[src/rtl/reg_bank_p_pkg.sv]
// Shared definitions for the reg_bank_p register bank: write-source encodings,
// result FSM state constants and default geometry.
package reg_bank_p_pkg;

  localparam int DEF_DW   = 8;
  localparam int DEF_NREG = 16;

  // Codes 4..7 all select the feedback read port.
  typedef enum logic [2:0] {
    SRC_IN_A     = 3'd0,
    SRC_IN_B     = 3'd1,
    SRC_CU_CONST = 3'd2,
    SRC_ALU      = 3'd3,
    SRC_FB       = 3'd4
  } src_sel_e;

  localparam logic [0:0] ST_IDLE = 1'b0;
  localparam logic [0:0] ST_HOLD = 1'b1;

endpackage

[src/rtl/reg_bank_p_if.sv]
// Bus bundle between a control unit (master) and the register bank (slave):
// write port, read addresses/data and the result valid/ready handshake.
interface reg_bank_p_if
  import reg_bank_p_pkg::*;
#(
  parameter int DW   = DEF_DW,
  parameter int NREG = DEF_NREG
);
  localparam int AW = $clog2(NREG);

  logic [2:0]      in_sel;
  logic [DW-1:0]   in_a;
  logic [DW-1:0]   in_b;
  logic [DW-1:0]   cu_const;
  logic [DW-1:0]   alu_out;
  logic            we;
  logic [AW-1:0]   wr_addr;
  logic [AW-1:0]   rd_addr_a;
  logic [AW-1:0]   rd_addr_b;
  logic [AW-1:0]   rd_addr_fb;
  logic [DW-1:0]   alu_in_a;
  logic [DW-1:0]   alu_in_b;
  logic [NREG-1:0] written;
  logic            res_commit;
  logic            res_valid;
  logic            res_ready;
  logic [DW-1:0]   out_q;
  logic [DW-1:0]   out_r;

  modport master (
    output in_sel, in_a, in_b, cu_const, alu_out, we, wr_addr,
           rd_addr_a, rd_addr_b, rd_addr_fb, res_commit, res_ready,
    input  alu_in_a, alu_in_b, written, res_valid, out_q, out_r
  );

  modport slave (
    input  in_sel, in_a, in_b, cu_const, alu_out, we, wr_addr,
           rd_addr_a, rd_addr_b, rd_addr_fb, res_commit, res_ready,
    output alu_in_a, alu_in_b, written, res_valid, out_q, out_r
  );

endinterface

[src/rtl/reg_bank_src_mux.sv]
// Write-data source selector for the register bank.
module reg_bank_src_mux
  import reg_bank_p_pkg::*;
#(
  parameter int DW = DEF_DW
) (
  input  logic [2:0]    in_sel,
  input  logic [DW-1:0] in_a,
  input  logic [DW-1:0] in_b,
  input  logic [DW-1:0] cu_const,
  input  logic [DW-1:0] alu_out,
  input  logic [DW-1:0] fb_data,
  output logic [DW-1:0] wr_data
);

  always_comb begin
    case (in_sel)
      SRC_IN_A:     wr_data = in_a;
      SRC_IN_B:     wr_data = in_b;
      SRC_CU_CONST: wr_data = cu_const;
      SRC_ALU:      wr_data = alu_out;
      default:      wr_data = fb_data;
    endcase
  end

endmodule

[src/rtl/reg_bank_p.sv]
// Parametrised register bank: one muxed write port, three read ports with
// optional write bypass, written bitmap, and a two-register result capture.
module reg_bank_p
  import reg_bank_p_pkg::*;
#(
  parameter int DW     = DEF_DW,
  parameter int NREG   = DEF_NREG,
  parameter int BYPASS = 1,
  parameter int Q_IDX  = 3,
  parameter int R_IDX  = 7
) (
  input logic         clk,
  input logic         rst,
  reg_bank_p_if.slave bus
);

  localparam int AW = $clog2(NREG);

  logic [DW-1:0]   regs_q [NREG];
  logic [DW-1:0]   regs_d [NREG];
  logic [NREG-1:0] written_q, written_d;
  logic [0:0]      state_q, state_d;
  logic [DW-1:0]   out_q_q, out_q_d;
  logic [DW-1:0]   out_r_q, out_r_d;
  logic [DW-1:0]   fb_data;
  logic [DW-1:0]   wr_data;
  logic            wr_ok;
  logic            capture;

  function automatic logic in_range(input logic [AW-1:0] addr);
    return int'(addr) < NREG;
  endfunction

  // Feedback always sees the pre-write value, so in-place moves are safe.
  assign fb_data = in_range(bus.rd_addr_fb) ? regs_q[bus.rd_addr_fb] : '0;

  reg_bank_src_mux #(.DW(DW)) u_src_mux (
    .in_sel   (bus.in_sel),
    .in_a     (bus.in_a),
    .in_b     (bus.in_b),
    .cu_const (bus.cu_const),
    .alu_out  (bus.alu_out),
    .fb_data  (fb_data),
    .wr_data  (wr_data)
  );

  assign wr_ok = bus.we && in_range(bus.wr_addr);

  // NOTE: every always_comb output gets a default first, so no path can infer a latch.
  always_comb begin
    regs_d    = regs_q;
    written_d = written_q;
    if (wr_ok) begin
      regs_d[bus.wr_addr]    = wr_data;
      written_d[bus.wr_addr] = 1'b1;
    end
  end

  always_comb begin
    bus.alu_in_a = in_range(bus.rd_addr_a) ? regs_q[bus.rd_addr_a] : '0;
    bus.alu_in_b = in_range(bus.rd_addr_b) ? regs_q[bus.rd_addr_b] : '0;
    if (BYPASS != 0 && wr_ok && bus.rd_addr_a == bus.wr_addr) bus.alu_in_a = wr_data;
    if (BYPASS != 0 && wr_ok && bus.rd_addr_b == bus.wr_addr) bus.alu_in_b = wr_data;
  end

  // A commit is accepted when idle, or when the held result leaves this same cycle.
  always_comb begin
    state_d = state_q;
    out_q_d = out_q_q;
    out_r_d = out_r_q;
    capture = bus.res_commit && (state_q == ST_IDLE || bus.res_ready);
    if (capture) begin
      state_d = ST_HOLD;
      out_q_d = regs_d[Q_IDX];
      out_r_d = regs_d[R_IDX];
    end else if (state_q == ST_HOLD && bus.res_ready) begin
      state_d = ST_IDLE;
    end
  end

  // NOTE: sequential state uses non-blocking assignments so all flops update together.
  always_ff @(posedge clk) begin
    if (rst) begin
      // NOTE: the register array is reset because reads after reset must return zero.
      for (int i = 0; i < NREG; i++) regs_q[i] <= '0;
      written_q <= '0;
      state_q   <= ST_IDLE;
      out_q_q   <= '0;
      out_r_q   <= '0;
    end else begin
      regs_q    <= regs_d;
      written_q <= written_d;
      state_q   <= state_d;
      out_q_q   <= out_q_d;
      out_r_q   <= out_r_d;
    end
  end

  assign bus.written   = written_q;
  assign bus.res_valid = (state_q == ST_HOLD);
  assign bus.out_q     = out_q_q;
  assign bus.out_r     = out_r_q;

endmodule

[src/flat_wrapper.sv]
// flat-port wrapper written by rule: the top's interface ports become plain ports
module reg_bank_p_flat import reg_bank_p_pkg::*;
#(
  parameter int DW     = DEF_DW,
  parameter int NREG   = DEF_NREG,
  parameter int BYPASS = 1,
  parameter int Q_IDX  = 3,
  parameter int R_IDX  = 7
)
  (clk, rst, bus_in_sel, bus_in_a, bus_in_b, bus_cu_const, bus_alu_out, bus_we, bus_wr_addr, bus_rd_addr_a, bus_rd_addr_b, bus_rd_addr_fb, bus_res_commit, bus_res_ready, bus_alu_in_a, bus_alu_in_b, bus_written, bus_res_valid, bus_out_q, bus_out_r);
  reg_bank_p_if #(.DW(DW), .NREG(NREG)) bus_i ();
  input logic clk;
  input logic rst;
  input wire logic [$bits(bus_i.in_sel)-1:0] bus_in_sel;
  input wire logic [$bits(bus_i.in_a)-1:0] bus_in_a;
  input wire logic [$bits(bus_i.in_b)-1:0] bus_in_b;
  input wire logic [$bits(bus_i.cu_const)-1:0] bus_cu_const;
  input wire logic [$bits(bus_i.alu_out)-1:0] bus_alu_out;
  input wire logic [$bits(bus_i.we)-1:0] bus_we;
  input wire logic [$bits(bus_i.wr_addr)-1:0] bus_wr_addr;
  input wire logic [$bits(bus_i.rd_addr_a)-1:0] bus_rd_addr_a;
  input wire logic [$bits(bus_i.rd_addr_b)-1:0] bus_rd_addr_b;
  input wire logic [$bits(bus_i.rd_addr_fb)-1:0] bus_rd_addr_fb;
  input wire logic [$bits(bus_i.res_commit)-1:0] bus_res_commit;
  input wire logic [$bits(bus_i.res_ready)-1:0] bus_res_ready;
  output wire logic [$bits(bus_i.alu_in_a)-1:0] bus_alu_in_a;
  output wire logic [$bits(bus_i.alu_in_b)-1:0] bus_alu_in_b;
  output wire logic [$bits(bus_i.written)-1:0] bus_written;
  output wire logic [$bits(bus_i.res_valid)-1:0] bus_res_valid;
  output wire logic [$bits(bus_i.out_q)-1:0] bus_out_q;
  output wire logic [$bits(bus_i.out_r)-1:0] bus_out_r;
  assign bus_i.in_sel = bus_in_sel;
  assign bus_i.in_a = bus_in_a;
  assign bus_i.in_b = bus_in_b;
  assign bus_i.cu_const = bus_cu_const;
  assign bus_i.alu_out = bus_alu_out;
  assign bus_i.we = bus_we;
  assign bus_i.wr_addr = bus_wr_addr;
  assign bus_i.rd_addr_a = bus_rd_addr_a;
  assign bus_i.rd_addr_b = bus_rd_addr_b;
  assign bus_i.rd_addr_fb = bus_rd_addr_fb;
  assign bus_i.res_commit = bus_res_commit;
  assign bus_i.res_ready = bus_res_ready;
  assign bus_alu_in_a = bus_i.alu_in_a;
  assign bus_alu_in_b = bus_i.alu_in_b;
  assign bus_written = bus_i.written;
  assign bus_res_valid = bus_i.res_valid;
  assign bus_out_q = bus_i.out_q;
  assign bus_out_r = bus_i.out_r;
  reg_bank_p #(.DW(DW), .NREG(NREG), .BYPASS(BYPASS), .Q_IDX(Q_IDX), .R_IDX(R_IDX)) u_core (.clk(clk), .rst(rst), .bus(bus_i));
endmodule
[config.mk]
export PLATFORM = sky130hd
export DESIGN_NAME = reg_bank_p_flat
export DESIGN_NICKNAME = d
export VERILOG_FILES = /design/src/rtl/reg_bank_p_pkg.sv /design/src/rtl/reg_bank_p_if.sv /design/src/rtl/reg_bank_src_mux.sv /design/src/rtl/reg_bank_p.sv /design/src/flat_wrapper.sv
export SDC_FILE = /design/constraint.sdc
export NUM_CORES = 1
export LEC_CHECK = 0
export BUFFER_PORTS_ARGS = -buffer_cell sky130_fd_sc_hd__buf_4
export CORE_MARGIN = 1
export CORE_UTILIZATION = 59
export DETAILED_ROUTE_END_ITERATION = 8
export PLACE_DENSITY = 0.81
export SLEW_MARGIN = 5
export SYNTH_ARGS = -nofsm -noshare
export SYNTH_HDL_FRONTEND = slang
export SYNTH_SLANG_ARGS = --single-unit
[constraint.sdc]
create_clock -name clk -period 2.4 [get_ports clk]
set_input_delay 0 -clock clk [delete_from_list [all_inputs] [get_ports clk]]
set_output_delay 0 -clock clk [all_outputs]
set_load 0.005 [all_outputs]
==> results of run 1 <==
==> stage by stage <==
stage,worst slack (ps),total power [mW]
detailed placement,536,3.69
finish,69.7,6.62
floorplan,699,3.43
global placement,580,3.67
CTS,45.6,6.59
global route,26.0,6.79
==> registers in the layout (all words and copies together), names as in the netlist <==
name,flops
u_core.regs_q,128
u_core.bus.written,16
u_core.bus.out_q,8
u_core.bus.out_r,8
u_core.bus.res_valid,1
==> how the worst min path moves through the flow <==
stage               slack [ps]                    end
CTS                         10  u_core.bus.written[0]
global placement           260   u_core.bus.res_valid
finish                      40    u_core.bus.out_r[4]
floorplan                  130   u_core.bus.res_valid
detailed placement         280   u_core.bus.res_valid
global route                60  u_core.bus.written[0]
==> logic make-up (layout without fill, tap and decap cells) <==
kind of cell           Yosys count  after routing
flip-flops                     161            161
buffers and inverters          101            183
multiplexers                   154            154
XOR/XNOR                         8              8
AND/OR/NAND/NOR                313            313
AO/OA/AOI/OAI                  232            232
==> layer usage <==
metal,up-vias,GRT usage [%]
met5,-,0
met4,0,13.5
met3,86,8.56
met2,626,53.6
met1,4041,47.9
li1,3753,-
==> final cells by class <==
type / count / area share, %
tap: 211 / 2.42
timing repair buffer: 152 / 10.9
clock inverter: 11 / 1.73
inverter: 2 / 0.0689
sequential: 161 / 29.6
clock buffer: 18 / 3.94
multi-input combinational: 707 / 51.3
==> cells in the final DEF (no fill, tap or decap), drive strengths merged, types with 30 or more instances in the layout <==
cell type,count
mux2i,58
a21oi,30
a22oi,50
mux4,76
nand2,78
buf,149
a211oi,91
dfxtp,161
o21ai,41
nor2,160
==> power by group through the flow <==
stage / clock, mW / combinational (mW) / sequential (mW)
2_1_floorplan: 0 / 0.611 / 2.82
3_3_place_gp: 0 / 0.839 / 2.83
3_5_place_dp: 0 / 0.857 / 2.84
4_1_cts: 2.94 / 0.868 / 2.78
5_1_grt: 3.05 / 0.953 / 2.79
6_report: 2.94 / 0.899 / 2.78
==> timing repair <==
action,CTS,global route
resized for setup,0,5
hold buffers,3,0
buffers inserted,0,3
endpoints found under the setup margin,0,4
hold endpoints to repair,5,0
==> worst reg2reg max path: cells and delay by family, from the launching register on <==
kind            cells  cell delay [ps]
simple gates        1               50
flops               1              420
compound gates      2              480
buf+inv             2              350
mux                 2              660
==> results.yml, run 1 <==
yosys:
  synth_top_area_cell: "dfxtp_1"
  yosys-mux-area-fraction_pct: 26.9
  syn_avg_cell_area_sq_um: 9.66
  synth_edf_count: 0
  ys_top_cells_by_count: "dfxtp_1 (161), nor2_1 (160), a211oi_1 (91), nand2_1 (78), mux4_2 (76)"
  synth_compound_area_share_pct: 16.9
  synth_top_area_share_pct: 34.4
  synth_area_sq_um: 9360
  synth_top_family_by_area: "multiplexers"
  ys_types: 42
  synth_nets: 1025
  yosysSeqAreaShare_pct: 34.4
  synthXorXnorAreaFrac_pct: 0.748
  synth_seq_cells: 161
  synth_most_common_cell: "dfxtp_1"
  synth_warnings: 0
  yosys-top-cells-area: "dfxtp_1 (34%), mux4_2 (18%), a211oi_1 (7.3%)"
  async_flop_share_pct: 0
  synthAdderAreaFrac_pct: 0
  ys.flop_type: "dfxtp_1"
  synth_simple_gate_area_share_pct: 15.0
  syn_inst: 969
power_and_ir_drop:
  combPwrFrac_pct: 13.6
  vdd_drop_max_v: 0.000501
  power.share.clock_pct: 44.4
  p_int_mw: 4.94
  power_density_nw_per_um2: 608
  leakage_nw: 4.03
  switching_share_pct: 25.4
  seq_power_share_pct: 42.1
  power_switching_mw: 1.68
global_route:
  grt_use_total_pct: 35.0
  grt-ovfl-total: 0
  grt_max_degree: 149
  grt_first_pass_wirelength_mm: 43.5
  antenna_found_initial: 0
  grt_pass1_vias: 7831
layout:
  fin_area_sq_um: 10900
  diodes: 0
  nNetsFinal: 1097
  fillers: 1096
  final_cell_count_no_fill: 1262
  drive_above_1_share_pct: 27.8
  syn2layout_area_growth_pct: 16.4
  multi_input_area_sq_um: 5590
  seqCellArea_sq_um: 3230
  final_core_util_pct: 70.9
worst_setup_path:
  crit_path_start_kind: "flip-flop"
  required_ps: 2400
  r2r_end: "u_core.regs_q[24]"
  max_stage_delay_ps: 530
  worstPathArrival_ps: 2330
  path_cells: "mux2i_1, mux4_2, a221oi_2, buf_4, mux2_2, buf_4"
  crit_start: "u_core.regs_q[40]"
  cp_max_fo: 7
  crit_buf_inv: 2
  rr_worst_depth: 7
  reg2reg_from: "u_core.regs_q[40]"
  worst_setup_path_end_kind: "primary output"
  critical_path_class: "reg2out"
  crit_slowest_cell: "mux4_2"
  crit_family: "multiplexers"
  crit_top_cell: "buf_4"
  endpoint: "bus_alu_in_a[0]"
  rrSetupSlack_ps: 370
  cp_num_cells: 6
place:
  portBuffers: 104
  gp_congestion: 0.908
  place_inst: 1227
  hpwl_mm: 19.6
  place_area_sq_um: 10200
clock_network:
  cts_buffers: 17
  cts.sinks: 161
  cts_tree: "built"
  clk_latency_ps: 440
  htree_levels: 4
  clk_pin_slew_ps: 60
  clk_path_buf_depth: 2
  cts.root.buffer_cell: "clkbuf_16"
timing:
  fin_crit_sh_pct: 97.1
  layout_min_cycle_time_ps: 2330
  fin_skew_ps: 6.29
  hold_violations: 0
  rsz0062_at_grt: "no"
  setup_tns_ps: 0
  worst_pin_slew_ps: 832
  fin_hold_ws_ps: 43.6
  setup_viol: 0
  slew_violations: 0
  slew_headroom_pct: 44.4
  clock.fmax_mhz: 429
detailed_routing:
  wl_met1_mm: 11.0
  dr_wl_met2_mm: 12.9
  met3_length_mm: 3.40
  finalWirelength_mm: 28.1
  drt-initial-drc-count: 1352
  ant_nets: 0
  viasPerCell: 6.74
  first_pass_iters: 9
  remaining_drc_errors: 0
  drt-wirelength-per-cell_um: 22.2
  vias: 8506
  topRoutingLayerUsed: "met4"
die:
  ioPinCount: 105
  die_w_um: 128
  dieArea_sq_um: 16400
  rows: 45
  initial_core_util_pct: 60.9
  core_area_sq_um: 15400
  die_h_um: 128
worst_hold_path:
  min_path_cells: 4
  worstHoldStart: "rst"
  hp-class: "in2reg"
run_status:
  outcome: "complete, no violations"
run:
  drv_cap: 0
Note: power is estimated with default switching activity, not from simulation.
==> run 2, diff against run 1 <==
- ABC_AREA: unset -> 1
- CORE_UTILIZATION: 59 -> 60
- PLACE_DENSITY: 0.81 -> 0.82
==> run 2 against run 1 <==
Against the previous run: worst setup slack better by 230 ps; utilization is 0.30 points higher; first-iteration DRC count is 26% higher; routed wire length is 24% higher; worst hold slack better by 53 ps; fmax is 11% higher; critical path type unchanged; largest power group unchanged.
==> results.yml, run 2 <==
die:
  initial_core_util_pct: 62.5
  rows: 46
  ioPinCount: 105
  die_h_um: 132
  core_area_sq_um: 16100
  dieArea_sq_um: 17300
  die_w_um: 132
worst_setup_path:
  worst_setup_path_end_kind: "primary output"
  reg2reg_from: "u_core.bus.res_valid"
  path_cells: "nand2_1, nand3_1, nand3_1, nand2_1, nand2_1, nand3_2, nand2_4, o21ai_1, buf_4"
  required_ps: 2400
  max_stage_delay_ps: 450
  worstPathArrival_ps: 2100
  cp_max_fo: 16
  crit_top_cell: "nand2_1"
  crit_start: "u_core.regs_q[66]"
  critical_path_class: "reg2out"
  crit_path_start_kind: "flip-flop"
  rrSetupSlack_ps: 760
  rr_worst_depth: 8
  crit_slowest_cell: "dfxtp_1"
run_status:
  outcome: "complete, no violations"
yosys:
  synth_most_common_cell: "nand2_1"
  yosys-top-cells-area: "dfxtp_1 (32%), nand2_1 (11%), o21ai_0 (11%)"
  synth_top_area_cell: "dfxtp_1"
  yosysSeqAreaShare_pct: 32.0
  ys_top_cells_by_count: "nand2_1 (291), o21ai_0 (215), nand3_1 (194), dfxtp_1 (161), a21oi_1 (124)"
  ys.flop_type: "dfxtp_1"
  syn_inst: 1504
  synth_warnings: 0
  async_flop_share_pct: 0
  synth_area_sq_um: 10100
  synth_seq_cells: 161
  syn_avg_cell_area_sq_um: 6.69
  synth_nets: 1560
  synth_top_area_share_pct: 32.0
  ys_types: 29
  synth_edf_count: 0
timing:
  setup_tns_ps: 0
  hold_violations: 0
  worst_pin_slew_ps: 724
  fin_crit_sh_pct: 87.5
  rsz0062_at_grt: "no"
  fin_skew_ps: 12.7
  slew_violations: 0
  setup_ws_ps: 299
  slew_headroom_pct: 51.7
  layout_min_cycle_time_ps: 2100
  setup_viol: 0
  clock.fmax_mhz: 476
global_route:
  grt_max_degree: 124
  grt_first_pass_wirelength_mm: 55.4
  grt_pass1_vias: 10500
  grt-ovfl-total: 0
  antenna_found_initial: 0
  grt_use_total_pct: 40.2
clock_network:
  cts_tree: "built"
  clk_path_buf_depth: 2
  htree_levels: 4
  cts_setup_buffers: 0
  clk_latency_ps: 440
  cts_buffers: 17
  hold_buffers: 2
  cts.sinks: 161
  clk_pin_slew_ps: 70
  cts.repair.resized: 0
  cts.root.buffer_cell: "clkbuf_16"
detailed_routing:
  ant_nets: 0
  finalWirelength_mm: 34.8
  drt-initial-drc-count: 1698
  vias: 11300
  first_pass_iters: 7
  drt-wirelength-per-cell_um: 19.6
  remaining_drc_errors: 0
  viasPerCell: 6.38
power_and_ir_drop:
  leakage_nw: 4.57
  power_density_nw_per_um2: 611
  vdd_drop_max_v: 0.000658
place:
  dp_slack_ps: 636
  portBuffers: 104
  hpwl_mm: 22.6
  gp_congestion: 0.950
worst_hold_path:
  hp-class: "in2reg"
  min_path_cells: 4
  worstHoldStart: "rst"
run:
  drv_cap: 0
layout:
  fillers: 1411
  drive_above_1_share_pct: 19.0
  diodes: 0
  largest_reg_flops: 128
  final_cell_mix: "nand2_1 (291), o21ai_0 (215), nand3_1 (194)"
  top_register: "u_core.regs_q"
  seqCellArea_sq_um: 3220
  multi_input_area_sq_um: 5800
  nNetsFinal: 1605
  final_common_cell: "nand2_1"
  syn2layout_area_growth_pct: 13.9
==> run 2: cell types whose count changed in the layout (fill, tap and decap cells not counted), moves of 76 or more <==
| cell | change |
|---|---|
| inv_1 | +97 |
| nand2_1 | +213 |
| nand3_1 | +182 |
| o21ai_0 | +177 |
| a211oi_1 | -91 |
| mux4_2 | -76 |
| a21oi_1 | +94 |
| a21oi_2 | +80 |
==> run 2: path summary, 6_finish.rpt <==
| path | endpoint |
|---|---|
| max | bus_alu_in_a[2] |
| min | u_core.regs_q[125] |
| max reg2reg | u_core.bus.out_r[1] |
| min reg2reg | u_core.bus.written[12] |
==> run 2: layer usage <==
metal	wire [um]	GRT usage, %	vias up
met4	1900	22.9	0
met3	4440	9.99	168
met5	0	0	-
li1	-	-	5218
met1	13500	52.0	5114
met2	15000	60.7	827
==> run 2: logic make-up after synthesis <==
| group | synth area share (%) |
|---|---|
| buffers and inverters | 10.4 |
| DFF | 32.0 |
| AOI/OAI and AO/OA | 30.2 |
| and+or+nand+nor | 27.3 |
==> run 2: final cells by class <==
| cell class | count | area share (%) |
|---|---|---|
| Clock buffer | 19 | 3.95 |
| Clock inverter | 11 | 1.56 |
| Inverter | 107 | 3.54 |
| Multi-Input combinational cell | 1117 | 50.5 |
| Sequential cell | 161 | 28.1 |
| Tap cell | 216 | 2.36 |
| Timing Repair Buffer | 145 | 9.97 |
==> run 2: worst max-delay path: cells and delay by family (launching register included) <==
kind	cells	cell delay (ps)
buf+inv	1	180
flops	1	450
simple gates	7	650
compound gates	1	370
==> run 2: power by group <==
group	total (mW)	switching, mW	internal (mW)
clock	2.98	1.18	1.80
combinational	1.23	0.812	0.419
sequential	2.80	0.0571	2.74
==> run 2: through the flow <==
stage | cells | instance area (sq um) | hold WS [ps] | total power [mW] | util (%)
finish | 1776 | 11500 | 97.0 | 7.01 | 71.2
global route | 1776 | 11500 | 129 | 7.22 | 71.2
CTS | 1776 | 11500 | 86.7 | 6.96 | 71.2
detailed placement | 1744 | 10800 | 296 | 4.04 | 67.1
global placement | 1744 | 10800 | 272 | 4.02 | 67.1
floorplan | 1504 | 10100 | 165 | 3.64 | -
